### src/rtl/slc3_mem_pkg.sv
// ============================================================================
// Module      : slc3_mem_pkg
// Description : Shared types and constants for the SLC-3 memory access
//               controller (state encoding, datapath word width).
// Revision    : 1.0 - initial release
// ============================================================================
`default_nettype none

package slc3_mem_pkg;

    localparam int WORD_W = 16;

    // Controller states, explicitly encoded on two bits
    typedef enum logic [1:0] {
        IDLE   = 2'd0,
        ACCESS = 2'd1,
        DONE   = 2'd2
    } mem_state_t;

endpackage : slc3_mem_pkg

`default_nettype wire

### src/rtl/mem_timeout_ctr.sv
// ============================================================================
// Module      : mem_timeout_ctr
// Description : Access watchdog counter. Clears on i_clr, counts while i_en
//               and flags the final permitted ACCESS cycle on o_tc.
// Revision    : 1.0 - initial release
// ============================================================================
`default_nettype none

module mem_timeout_ctr #(
    parameter int TIMEOUT_CYC = 16
) (
    input  logic clk,
    input  logic rst,
    input  logic i_clr,
    input  logic i_en,
    output logic o_tc
);

    localparam int c_CNT_W = (TIMEOUT_CYC < 2) ? 1 : $clog2(TIMEOUT_CYC + 1);
    localparam logic [c_CNT_W-1:0] c_LAST = c_CNT_W'(TIMEOUT_CYC - 1);

    logic [c_CNT_W-1:0] r_cnt;

    // Count elapsed ACCESS cycles; holds at the terminal value
    always_ff @(posedge clk) begin
        if (rst || i_clr) begin
            r_cnt <= '0;
        end else if (i_en && (r_cnt != c_LAST)) begin
            r_cnt <= r_cnt + 1'b1;
        end
    end

    // The count equals TIMEOUT_CYC-1 during the TIMEOUT_CYC-th ACCESS cycle
    assign o_tc = (r_cnt == c_LAST);

endmodule : mem_timeout_ctr

`default_nettype wire

### src/rtl/mem_access_ctrl.sv
// ============================================================================
// Module      : mem_access_ctrl
// Description : SLC-3 MAR/MDR memory access controller. Loads MAR/MDR from
//               the CPU bus, runs one read or write handshake with memory
//               and pulses Done on completion.
// Options     : MEM_TIMEOUT_EN - when defined, an access without Mem_Ack for
//               TIMEOUT_CYC cycles is aborted and Err is raised.
// Revision    : 1.0 - initial release
// ============================================================================
`default_nettype none

module mem_access_ctrl
    import slc3_mem_pkg::*;
#(
    parameter int TIMEOUT_CYC = 16
) (
    input  logic              Clk,
    input  logic              Reset,
    input  logic [WORD_W-1:0] Bus,
    input  logic              LD_MAR,
    input  logic              LD_MDR,
    input  logic              Mem_Req,
    input  logic              Mem_WE,
    input  logic [WORD_W-1:0] Mem_Rdata,
    input  logic              Mem_Ack,
    output logic [WORD_W-1:0] MAR,
    output logic [WORD_W-1:0] MDR,
    output logic [WORD_W-1:0] Mem_Addr,
    output logic [WORD_W-1:0] Mem_Wdata,
    output logic              Mem_CE,
    output logic              Mem_WE_o,
    output logic              Busy,
    output logic              Done,
    output logic              Err
);

    mem_state_t        r_state;
    logic [WORD_W-1:0] r_mar;
    logic [WORD_W-1:0] r_mdr;
    logic              r_op;
    logic              r_ce;
    logic              r_we;
    logic              r_busy;
    logic              r_done;

    logic              w_accept;
    logic              w_timeout;

    // A request is only honoured while idle
    assign w_accept = (r_state == IDLE) && Mem_Req;

`ifdef MEM_TIMEOUT_EN
    logic w_tc;
    logic r_err;

    mem_timeout_ctr #(
        .TIMEOUT_CYC (TIMEOUT_CYC)
    ) u_timeout_ctr (
        .clk   (Clk),
        .rst   (~Reset),
        .i_clr (w_accept),
        .i_en  (r_state == ACCESS),
        .o_tc  (w_tc)
    );

    // Abort only when the last permitted cycle passes without an Ack
    assign w_timeout = (r_state == ACCESS) && w_tc && !Mem_Ack;

    // Err is sticky until the next accepted request or reset
    always_ff @(posedge Clk) begin
        if (!Reset) begin
            r_err <= 1'b0;
        end else if (w_accept) begin
            r_err <= 1'b0;
        end else if (w_timeout) begin
            r_err <= 1'b1;
        end
    end

    assign Err = r_err;
`else
    logic w_unused_cfg;

    // Without the watchdog an access waits for Mem_Ack indefinitely
    assign w_timeout    = 1'b0;
    assign Err          = 1'b0;
    assign w_unused_cfg = (TIMEOUT_CYC == 0);
`endif

    // Access sequencer with registered strobes
    always_ff @(posedge Clk) begin
        if (!Reset) begin
            r_state <= IDLE;
            r_mar   <= '0;
            r_mdr   <= '0;
            r_op    <= 1'b0;
            r_ce    <= 1'b0;
            r_we    <= 1'b0;
            r_busy  <= 1'b0;
            r_done  <= 1'b0;
        end else begin
            r_done <= 1'b0;
            case (r_state)
                IDLE: begin
                    if (LD_MAR) r_mar <= Bus;
                    if (LD_MDR) r_mdr <= Bus;
                    if (Mem_Req) begin
                        r_op    <= Mem_WE;
                        r_we    <= Mem_WE;
                        r_ce    <= 1'b1;
                        r_busy  <= 1'b1;
                        r_state <= ACCESS;
                    end
                end
                ACCESS: begin
                    if (Mem_Ack || w_timeout) begin
                        // Read data is captured only on a genuine Ack
                        if (Mem_Ack && !r_op) r_mdr <= Mem_Rdata;
                        r_ce    <= 1'b0;
                        r_we    <= 1'b0;
                        r_done  <= 1'b1;
                        r_state <= DONE;
                    end
                end
                DONE: begin
                    r_busy  <= 1'b0;
                    r_state <= IDLE;
                end
                default: begin
                    r_ce    <= 1'b0;
                    r_we    <= 1'b0;
                    r_busy  <= 1'b0;
                    r_state <= IDLE;
                end
            endcase
        end
    end

    assign MAR       = r_mar;
    assign MDR       = r_mdr;
    assign Mem_Addr  = r_mar;
    assign Mem_Wdata = r_mdr;
    assign Mem_CE    = r_ce;
    assign Mem_WE_o  = r_we;
    assign Busy      = r_busy;
    assign Done      = r_done;

endmodule : mem_access_ctrl

`default_nettype wire

### config.mk
export PLATFORM = sky130hd
export DESIGN_NAME = mem_access_ctrl
export DESIGN_NICKNAME = d
export VERILOG_FILES = /design/src/rtl/slc3_mem_pkg.sv /design/src/rtl/mem_timeout_ctr.sv /design/src/rtl/mem_access_ctrl.sv
export SDC_FILE = /design/constraint.sdc
export NUM_CORES = 1
export LEC_CHECK = 0
export CAP_MARGIN = 20
export CORE_ASPECT_RATIO = 0.5
export CORE_UTILIZATION = 35
export DETAILED_ROUTE_END_ITERATION = 12
export PLACE_DENSITY = 0.73
export SETUP_SLACK_MARGIN = 0.02
export SLEW_MARGIN = 20
export SYNTH_ARGS = -nofsm -noshare
export SYNTH_HDL_FRONTEND = slang
export SYNTH_SLANG_ARGS = --single-unit
### constraint.sdc
create_clock -name Clk -period 2.2 [get_ports Clk]
set_input_delay 0.66 -clock Clk [delete_from_list [all_inputs] [get_ports Clk]]
set_output_delay 0.66 -clock Clk [all_outputs]
set_load 0.1 [all_outputs]
==> results.ini, run 1 <==
[global_route]
global_route.overflow_total = 0
antenna_found_initial = 0
grt_pass1_wl_mm = 8.61
globalRouteTotalUtil_pct = 18.3
grt_pass1_vias = 1680
grt_start_max_net_pins = 37

[die]
placement_rows = 18
die_h_um = 55.3
die_w_um = 109
fp.dieArea_um2 = 6010
ioPinCount = 108
floorplan.initialDensity_pct = 38.3
placeableCoreArea_um2 = 5200

[cts]
htreeDepth = 2
numCtsBuffers = 5
clkSinkCount = 39
ctsResizeCount = 0
cts_max_path_buffers = 2
cts_hold_buf = 0
cts_tree = built
cts_root_buf = sky130_fd_sc_hd__clkbuf_16
worst_setup_hold_path_clk_slew_ns = 0.05
cts_post_setup_buffers_inserted = 0
clock_insertion_delay_worst_skew_ns = 0.28

[placement]
dp.final_hpwl_mm = 4.01
dpl-instance-area_um2 = 2780
number_of_buffer_cells_added_on_primary_ports = 106
gpl.final_weighted_congestion = 0.757

[critical_path]
worstReg2RegStart = r_state[0]
cp-start-kind = input port
criticalPathCategory = in -> reg
critical_path.reg2reg.endpoint = MDR[12]
setup.worst_path.end_class = register
timing.critical_path.fanout_max = 16
timing.reg2reg.worst_path_depth = 4
reg2reg_slack_ns = 0.51
cp_data_required_time_ns = 2.42
timing.critical_path.arrival_ns = 2.03

[final_layout]
antennaDiodeCount = 0
multi_input_comb_area_um2 = 852
layout.cells.most_common = sky130_fd_sc_hd__buf_4
filler_cell_count = 468
area_growth_pct = 48.1
fin_area_um2 = 2950
layout.area.seq_um2 = 781
final_cell_mix = sky130_fd_sc_hd__buf_4 (68), sky130_fd_sc_hd__dfxtp_1 (39), sky130_fd_sc_hd__clkdlybuf4s50_1 (38), sky130_fd_sc_hd__nand2_1 (33), sky130_fd_sc_hd__a21oi_1 (20)
drive_above_1_share_pct = 28.3
nets = 338

[route]
wl_per_cell_um = 14.2
routed_via_density = 4.77
wl_mm = 5.25
vias = 1764
drcViolationCount = 0
drt.antenna.violating_nets = 0
drt_iter0_drc = 103
drt-pass1-iter-count = 4

[synth]
avgSynthCellArea_um2 = 8.66
synth.yosys.warnings = 0
syn_area_um2 = 1990
synth_sequential_area_ratio_pct = 39.2
ys_types = 25
synth_seq_cells = 39
syn-num-nets = 269
synth_cells = 230

[sta]
worstMarginPinSlew_ns = 0.570
fin_setup_tns_ns = 0
grt_setup_unrepaired = false
maxSlewViolCount = 0
timing.final.hold_violations = 0
final.setup_skew_ns = 0.00421
final.min_clock_period_ns = 1.82
fmaxAchievable_mhz = 551
timing.max_slew.rel_slack_pct = 62.0
final_clock_period_utilization_by_the_worst_path_pct = 82.5
final-setup-viol-count = 0

[power]
power-per-cell-area_nw_per_um2 = 981
worst_ir_drop_on_vdd_uv = 419
p_leak_nw = 1.37

[hold_path]
worstHoldEndpoint = Busy
min-delay-path-class = reg -> reg
cell_depth_of_the_worst_hold_path = 2
min_delay_startpoint = Busy

[flow_run]
max_cap_violations = 0

[outcome]
status = finished, final reports clean

worst max path at each step:
stage / start / to / slack (ns) / cells past startpoint
floorplan: MDR[0] / Mem_Wdata[0] / 0.17 / 1
global placement: Mem_Ack / MDR[8] / 0.14 / 4
detailed placement: Mem_Ack / MDR[4] / 0.10 / 4
CTS: Mem_Ack / MDR[12] / 0.39 / 4
global route: Mem_Ack / MDR[10] / 0.29 / 4
finish: Mem_Ack / MDR[12] / 0.38 / 4
cell usage after synthesis:
cell type                  number  area share (%)
sky130_fd_sc_hd__a21boi_0       6             2.3
sky130_fd_sc_hd__a21boi_1      10             3.8
sky130_fd_sc_hd__a21oi_1       20             5.0
sky130_fd_sc_hd__and3b_1        1            0.44
sky130_fd_sc_hd__buf_1          1            0.19
sky130_fd_sc_hd__buf_2          4             1.0
sky130_fd_sc_hd__buf_4         33              12
sky130_fd_sc_hd__buf_6          4             2.3
sky130_fd_sc_hd__clkbuf_1      10             1.9
sky130_fd_sc_hd__conb_1         1            0.19
sky130_fd_sc_hd__dfxtp_1       39              39
sky130_fd_sc_hd__inv_1          1            0.19
sky130_fd_sc_hd__mux2i_1        1            0.50
sky130_fd_sc_hd__nand2_1       33             6.2
sky130_fd_sc_hd__nand2b_1       3            0.94
sky130_fd_sc_hd__nand3b_1       2            0.75
sky130_fd_sc_hd__nor2_1         2            0.38
sky130_fd_sc_hd__nor2b_1        4             1.3
sky130_fd_sc_hd__nor3b_1       18             6.8
sky130_fd_sc_hd__nor3b_2        1            0.63
sky130_fd_sc_hd__o211a_1       16             8.0
sky130_fd_sc_hd__o21a_1         1            0.38
sky130_fd_sc_hd__o21ai_0       17             4.3
sky130_fd_sc_hd__o21ba_1        1            0.50
sky130_fd_sc_hd__or3b_1         1            0.44
power breakdown:
group	internal (W)	switching, W
sequential	0.000766	0.0000611
clock	0.000563	0.000268
combinational	0.000308	0.000927
total	0.00164	0.00126
metrics by stage:
| step | cells | power, W | hold WS, ns | setup WS (ns) | util [%] |
|---|---|---|---|---|---|
| after detailed placement | 362 | 0.00208 | 0.445 | 0.103 | 53.3 |
| final | 370 | 0.00289 | 0.445 | 0.384 | 56.7 |
| after global routing | 370 | 0.00300 | 0.465 | 0.287 | 56.7 |
| after CTS | 370 | 0.00291 | 0.453 | 0.390 | 56.7 |
| after global placement | 362 | 0.00207 | 0.442 | 0.140 | 53.3 |
| after floorplan | 230 | 0.00183 | 0.475 | 0.166 | - |
logic make-up (layout without fill, tap and decap cells):
group	count (synthesis)	in the layout	share of synthesized area, %
AOI/OAI and AO/OA	71	71	24.3
and+or+nand+nor	65	65	17.9
buffers and inverters	53	123	18.0
DFF	39	39	39.2
other	1	1	0.188
muxes	1	1	0.503
routing by layer:
layer	global-route usage [%]	wire length, µm	vias to the layer above
li1	-	-	887
met1	24.6	2410	821
met2	28.9	2520	54
met3	5.08	299	2
met4	4.25	22	0
met5	0	0	-
area by class of cell:
class	count	area share, %
Multi-Input combinational cell	138	28.9
Clock inverter	2	1.19
Clock buffer	6	4.71
Sequential cell	39	26.5
Inverter	1	0.127
Tap cell	70	2.97
Timing Repair Buffer	114	35.6
critical path, cell delays in order:
cell                              delay (ns)
sky130_fd_sc_hd__clkdlybuf4s50_1        0.48
sky130_fd_sc_hd__and3b_1                0.18
sky130_fd_sc_hd__o21ba_1                0.49
sky130_fd_sc_hd__o211a_1                0.21
sequential cells by signal (all words and copies together) (netlist names):
signal,flops
Mem_WE_o,1
Busy,1
Done,1
MDR,16
r_op,1
r_state,2
MAR,16
Mem_CE,1
(Power assumes the default switching activity.)
==> run 2, diff against run 1 <==
--- a/config.mk
+++ b/config.mk
@@ -9,7 +9,7 @@
 export CORE_ASPECT_RATIO = 0.5
 export CORE_UTILIZATION = 35
 export DETAILED_ROUTE_END_ITERATION = 12
-export PLACE_DENSITY = 0.73
+export PLACE_DENSITY = 0.76
 export SETUP_SLACK_MARGIN = 0.02
 export SLEW_MARGIN = 20
 export SYNTH_ARGS = -nofsm -noshare
==> constraint.sdc (replaced) <==
create_clock -name Clk -period 1.6 [get_ports Clk]
set_input_delay 0.48 -clock Clk [delete_from_list [all_inputs] [get_ports Clk]]
set_output_delay 0.48 -clock Clk [all_outputs]
set_load 0.1 [all_outputs]
==> run 2 against run 1 <==
Effect of this change: clock skew fell by 0.00076 ns; register-to-register slack got worse by 0.36 ns; clock-buffer cell count fell by 1; flip-flop and latch count did not move; clock power rose by 36%; combinational power rose by 67%; critical path type unchanged; critical endpoint unchanged; largest power group unchanged.
==> results.ini, run 2 (synthesis results as in run 1) <==
[route]
wl_mm = 6.36
drt-pass1-iter-count = 5
drcViolationCount = 0
drt_iter0_drc = 86
routed_via_density = 5.19
vias = 1940
drt.antenna.violating_nets = 0
wl_per_cell_um = 17.0

[placement]
dp.final_hpwl_mm = 4.81
number_of_buffer_cells_added_on_primary_ports = 106
gpl.final_weighted_congestion = 0.803

[critical_path]
setup.worst_path.end_class = register
timing.critical_path.fanout_max = 16
criticalPathCategory = in -> reg
cp-start-kind = input port
timing.reg2reg.worst_path_depth = 4
cp_data_required_time_ns = 1.77
timing.critical_path.arrival_ns = 1.73

[final_layout]
nets = 342
drive_above_1_share_pct = 41.4
final_core_util_pct = 73.1
layout.cells.most_common = sky130_fd_sc_hd__buf_12
final_cell_mix = sky130_fd_sc_hd__buf_12 (69), sky130_fd_sc_hd__clkdlybuf4s50_1 (38), sky130_fd_sc_hd__nand2_1 (33), sky130_fd_sc_hd__dfxtp_2 (32), sky130_fd_sc_hd__a21oi_1 (20)
filler_cell_count = 321
area_growth_pct = 90.9
antennaDiodeCount = 0

[cts]
worst_setup_hold_path_clk_slew_ns = 0.06
clkSinkCount = 39
cts_root_buf = sky130_fd_sc_hd__clkbuf_16
cts_post_setup_buffers_inserted = 0
htreeDepth = 2
numCtsBuffers = 5
cts_max_path_buffers = 2
cts_tree = built
clock_insertion_delay_worst_skew_ns = 0.28

[sta]
final_clock_period_utilization_by_the_worst_path_pct = 97.1
worst_hold_slack_ns = 0.499
fmaxAchievable_mhz = 643
final.setup_skew_ns = 0.00345
maxSlewViolCount = 0
final.min_clock_period_ns = 1.55
final-setup-viol-count = 0
fin_setup_tns_ns = 0
timing.final.hold_violations = 0
grt_setup_unrepaired = false

[global_route]
global_route.overflow_total = 0
grt_pass1_vias = 1952
grt_pass1_wl_mm = 10.2
grt_start_max_net_pins = 37
antenna_found_initial = 0
globalRouteTotalUtil_pct = 21.9

[die]
die_h_um = 55.3
ioPinCount = 108
floorplan.initialDensity_pct = 38.3
die_w_um = 109
placement_rows = 18
placeableCoreArea_um2 = 5200
fp.dieArea_um2 = 6010

[flow_run]
max_cap_violations = 0

[power]
power-per-cell-area_nw_per_um2 = 1160
p_leak_nw = 1.61
p_total_w = 0.00440
worst_ir_drop_on_vdd_uv = 695

[outcome]
status = finished, final reports clean

[hold_path]
min-delay-path-class = reg -> reg
cell_depth_of_the_worst_hold_path = 2

## run 2: cell type report
type	count	area, µm²	share of cell area [%]
timing repair buffer	118	1850	48.6
multi-input combinational	138	872	22.9
sequential	39	821	21.6
clock buffer	5	125	3.29
tap	70	87.6	2.30
clock inverter	3	43.8	1.15
inverter	1	3.75	0.0987
## run 2: critical path, stage by stage
cell                              delay (ns)
sky130_fd_sc_hd__clkdlybuf4s50_1        0.49
sky130_fd_sc_hd__buf_4                  0.19
sky130_fd_sc_hd__nor3b_1                0.29
sky130_fd_sc_hd__o21ai_0                0.14
sky130_fd_sc_hd__o211a_1                0.14
## run 2: where the power goes
| group | switching [W] | total [W] | internal [W] |
|---|---|---|---|
| combinational | 0.00130 | 0.00205 | 0.000745 |
| sequential | 0.000148 | 0.00122 | 0.00107 |
| clock | 0.000396 | 0.00113 | 0.000735 |
| total | 0.00185 | 0.00440 | 0.00255 |
## run 2: what timing repair did
action / CTS / global route
gates resized for setup: 2 / 4
hold buffers: 0 / 0
endpoints found under the setup margin: 16 / 6
pin swaps: 0 / 0
## run 2: metal layers
layer	part of all wire, %	GRT usage (%)	wire, µm
met1	40	26.6	2550
met2	52	37.3	3290
met3	5.9	5.19	377
met4	2.3	8.11	144
met5	0	0	0
## run 2: worst paths after layout
path         slack [ns]        from       to
max                0.05      LD_MDR  MDR[12]
min                0.50     MAR[12]  MAR[12]
max reg2reg        0.15  r_state[0]   MDR[3]
min reg2reg        0.50     MAR[12]  MAR[12]
## run 2: per-stage QoR
stage                     instances  instance area, µm²  setup slack, ns
after floorplan                 230                2030           0.0879
after global placement          366                3610           -0.266
after detailed placement        366                3610           -0.367
after CTS                       374                3780           0.0324
after global routing            374                3800           0.0277
final                           374                3800           0.0458
==> run 3, diff against run 2 <==
--- a/config.mk
+++ b/config.mk
@@ -8,6 +8,7 @@
 export CAP_MARGIN = 20
 export CORE_ASPECT_RATIO = 0.5
 export CORE_UTILIZATION = 35
+export CTS_CLUSTER_SIZE = 30
 export DETAILED_ROUTE_END_ITERATION = 12
 export PLACE_DENSITY = 0.76
 export SETUP_SLACK_MARGIN = 0.02
==> results of run 3 <==
No change in the layout: final DEF, timing and power equal those of run 2.
